`src/rtl/ldpc_encode_ctrl.sv`:
```
// ldpc_encode_ctrl: encodes one info word by feeding each generator column through a single mod2mul, one column per clock
// mod2mul: GF(2) dot product of two K-bit slices
module mod2mul #(
  parameter int SLICE_SIZE = 6
) (
  input  logic [SLICE_SIZE-1:0] a,
  input  logic [SLICE_SIZE-1:0] b,
  output logic                  code_bit
);
  assign code_bit = ^(a & b);
endmodule

module ldpc_encode_ctrl #(
  parameter int N = 11,
  parameter int K = 6
) (
  input  logic           clk,
  input  logic           rst,
  input  logic           in_valid,
  output logic           in_ready,
  input  logic [K-1:0]   info_bits,
  input  logic [N*K-1:0] gen_matrix,
  output logic           busy,
  output logic           out_valid,
  input  logic           out_ready,
  output logic [N-1:0]   codeword
);
  localparam int CW = N > 1 ? $clog2(N) : 1;
  typedef enum logic [1:0] {IDLE, ENC, HOLD} state_t;
  state_t state_q, state_d;
  logic [K-1:0] info_q;
  logic [CW-1:0] col_cnt;
  logic code_bit;
  logic last;
  assign last = col_cnt == CW'(N - 1);
  mod2mul #(.SLICE_SIZE(K)) u_mul (
    .a        (info_q),
    .b        (gen_matrix[col_cnt*K +: K]),
    .code_bit (code_bit)
  );
  // state register
  always_ff @(posedge clk or posedge rst)
    if (rst) state_q <= IDLE;
    else state_q <= state_d;
  // next state; handshake outputs depend on the state register only
  always_comb begin
    state_d = state_q == IDLE ? (in_valid ? ENC : IDLE) :
              state_q == ENC  ? (last ? HOLD : ENC) :
                                (out_ready ? IDLE : HOLD);
    in_ready = state_q == IDLE;
    busy = state_q == ENC || state_q == HOLD;
    out_valid = state_q == HOLD;
  end
  // latch the info word on accept, then fill one codeword bit per ENC cycle
  always_ff @(posedge clk or posedge rst)
    if (rst) begin
      info_q <= '0;
      codeword <= '0;
      col_cnt <= '0;
    end else if (state_q == IDLE && in_valid) begin
      info_q <= info_bits;
      codeword <= '0;
      col_cnt <= '0;
    end else if (state_q == ENC) begin
      codeword[col_cnt] <= code_bit;
      col_cnt <= last ? '0 : col_cnt + 1'b1;
    end
endmodule
```
`config.mk`:
```
export PLATFORM = sky130hd
export DESIGN_NAME = ldpc_encode_ctrl
export DESIGN_NICKNAME = d
export VERILOG_FILES = /design/src/rtl/ldpc_encode_ctrl.sv
export SDC_FILE = /design/constraint.sdc
export NUM_CORES = 1
export LEC_CHECK = 0
export ABC_AREA = 0
export BUFFER_PORTS_ARGS = -buffer_cell sky130_fd_sc_hd__buf_2
export CAP_MARGIN = 25
export CORE_MARGIN = 8
export CORE_UTILIZATION = 30
export DETAILED_ROUTE_END_ITERATION = 8
export GPL_ROUTABILITY_DRIVEN = 0
export PLACE_DENSITY = 0.56
export SLEW_MARGIN = 10
export SYNTH_ARGS = -nofsm -noshare
export SYNTH_HDL_FRONTEND = slang
export SYNTH_SLANG_ARGS = --single-unit
```
`constraint.sdc`:
```
create_clock -name clk -period 4.53 [get_ports clk]
set_input_delay 0.906 -clock clk [delete_from_list [all_inputs] [get_ports clk]]
set_output_delay 0.906 -clock clk [all_outputs]
set_load 0.03 [all_outputs]
```
==> impl_metrics.toml <==
[clocking]
cts_setup_buffers = 0
cts_hold_buf = 0
cts_buffers = 3
cts_resized = 0
tritoncts = "yes"
cts.clk_slew.worst_paths_ps = 90
clockBufferDepth = 2
h-tree-depth = 1
clock_latency_ps = 270
clockRootBuffer = "clkbuf_8"
cts_num_sinks = 23

[sta]
fin_tns_setup_ps = 0
period_needed_ps = 3130
worst_pin_slew_ps = 753.4
slew_headroom_pct = 49.67
hold_viol = 0
period_share_pct = 69.09
finalClockSkew_ps = 7.761
worst_slack_ps = 1400
rsz0062_at_grt = "false"
max_freq_mhz = 319.5
drv_slew = 0
setup_violations = 0

[critical_path]
slowest_stage = "dfrtp_1"
crit_family = "compound AO/OA/AOI/OAI gates"
crit_chain = "buf_4 > mux2_4 > a221o_1 > a31oi_2 > xnor2_1 > xnor2_1 > xnor3_1 > o31ai_1"
critPathRequiredTime_ps = 4700
cpPeakStageDelay_ps = 700
r2r_start = "col_cnt[0]"
critPathKind = "reg2reg"
crit_top_cell = "xnor2_1"
critPathArrivalTime_ps = 3300
cp-end-kind = "register"
worstRegToRegCells = 8
setup.worst_path.start_class = "register"
ff2ff_setup_slack_ps = 1400
cp_max_fo = 18
cp_num_buf_inv = 1
rr_endpoint = "codeword[10]"

[routing]
drt_wl_total_um = 5766
drcViolationCount = 0
vias = 1729
vias_per_cell = 5.012
dr.pass1.iters = 4
drt_iter0_drc = 79
wl_per_cell_um = 16.71
ant_nets = 0

[layout]
layout_common_cells = "buf_2, nand2_1, dfrtp_1"
antenna_cells = 0
regArea_um2 = 575.6
nNetsFinal = 350
multi_input_area_mm2 = 0.001099
final_common_cell = "buf_2"
stdcell_area_mm2 = 0.002351
fillers = 601
fin_util_pct = 40.18
area_growth_pct = 30.76
layout-drive-gt1-share_pct = 45.19

[placement]
place_area_mm2 = 0.002262
place_ws_ps = 1398
io_buffers = 89
hpwl_um = 4446

[synth]
syn_area_per_cell_um2 = 9.564
synth_nets = 267
yosysSeqAreaShare_pct = 32.01
synth_cell_type_count = 45
syn_area_mm2 = 0.001798
synth_top_flop_cell = "dfrtp_1"
synthArstFlopShare_pct = 100.0
yosys_warnings = 0
postSynthRegisterBits = 23
synth_edf_count = 0
synth_cells = 188

[global_routing]
grt_max_degree = 24
grt_pass1_vias = 1801
grt_usage_pct = 13.07
antenna_found_initial = 0
overflow = 0
grt_pass1_wl_um = 9108

[die]
die-area_mm2 = 0.008726
core_mm2 = 0.005851
die_y_um = 93.42
initial_core_util_pct = 30.73
rows = 28
dieWidth_um = 93.42
io_pins = 90

[min_path]
hold_class = "reg2reg"
holdPathStages = 2
hold_end = "info_q[5]"
min-delay-start = "info_q[5]"

[flow_run]
cap_viol_max_count = 0

[pwr]
p_total_mw = 1.441
ir_worst_vdd_mv = 0.4048
leakage_nw = 1.139
power_density_mw_per_mm2 = 612.9

[status]
outcome = "completed"
-- how the worst max path moves through the flow --
| stage | from | endpoint | slack, ps | depth (start not counted) |
|---|---|---|---|---|
| after global placement | gen_matrix[30] | codeword[10] | 1420 | 8 |
| after detailed placement | col_cnt[0] | codeword[10] | 1400 | 8 |
| after CTS | col_cnt[0] | codeword[10] | 1380 | 8 |
| after global routing | col_cnt[0] | codeword[10] | 1190 | 8 |
| after floorplan | gen_matrix[30] | codeword[0] | 1840 | 8 |
| final | col_cnt[0] | codeword[10] | 1400 | 8 |
-- stage by stage --
step,instances,hold WS (ps)
after floorplan,188,439.2
after global placement,339,456.5
after detailed placement,339,456.1
after CTS,343,477.7
after global routing,345,500.5
final,345,483.0
-- state kept, by name, indices dropped and copies added, names as in the netlist --
name	cells
col_cnt	4
codeword	11
info_q	6
state_q	2
-- where the power goes --
part	internal [mW]	switching, mW	leakage [nW]	total (mW)
Combinational	0.359	0.608	0.807	0.967
Clock	0.0614	0.0664	0.0255	0.128
Sequential	0.271	0.0747	0.306	0.346
-- cell type report --
cell class,instances,share of cell area (%)
Sequential cell,23,24.48
Clock inverter,1,0.2129
Multi-Input combinational cell,142,46.73
Inverter,7,1.118
Timing Repair Buffer,94,21.71
Tap cell,75,3.991
Clock buffer,3,1.756
-- kinds of logic after synthesis --
kind of cell,synth area share (%)
AOI/OAI and AO/OA,17.40
muxes,19.21
DFF,32.01
and+or+nand+nor,19.21
buffers and inverters,6.889
adders and majority gates,2.088
xor gates and xnor gates,3.201
-- Yosys cell counts (all sizes together), types with 2 or more instances --
cell type,count,share of area (%)
a21oi,4,1.1
a22oi,3,1.3
a31oi,3,1.4
a32oi,2,0.97
and3,2,0.70
buf,7,3.5
clkbuf,9,1.9
dfrtp,23,32
ha,3,2.1
inv,7,1.5
mux2,6,4.0
mux2i,9,5.0
mux4,8,10
nand2,36,7.5
nand3,14,3.9
nor2,7,1.5
nor2b,6,2.1
nor3b,3,1.3
o21ai,8,2.2
o31ai,11,7.4
xnor2,3,1.5
-- layer usage --
layer	global-route usage, %	vias to the layer above	share of wire [%]
li1	-	845	-
met1	15.71	828	41
met2	22.86	50	51
met3	3.125	6	6.3
met4	2.953	0	1.1
met5	0	-	0
-- tightest hold or removal path, stage by stage (launching register included) --
cell and delay [ps]:
dfrtp_1 350, nand2_1 50, nand2_1 50
Power figures use the tool's default switching activity.
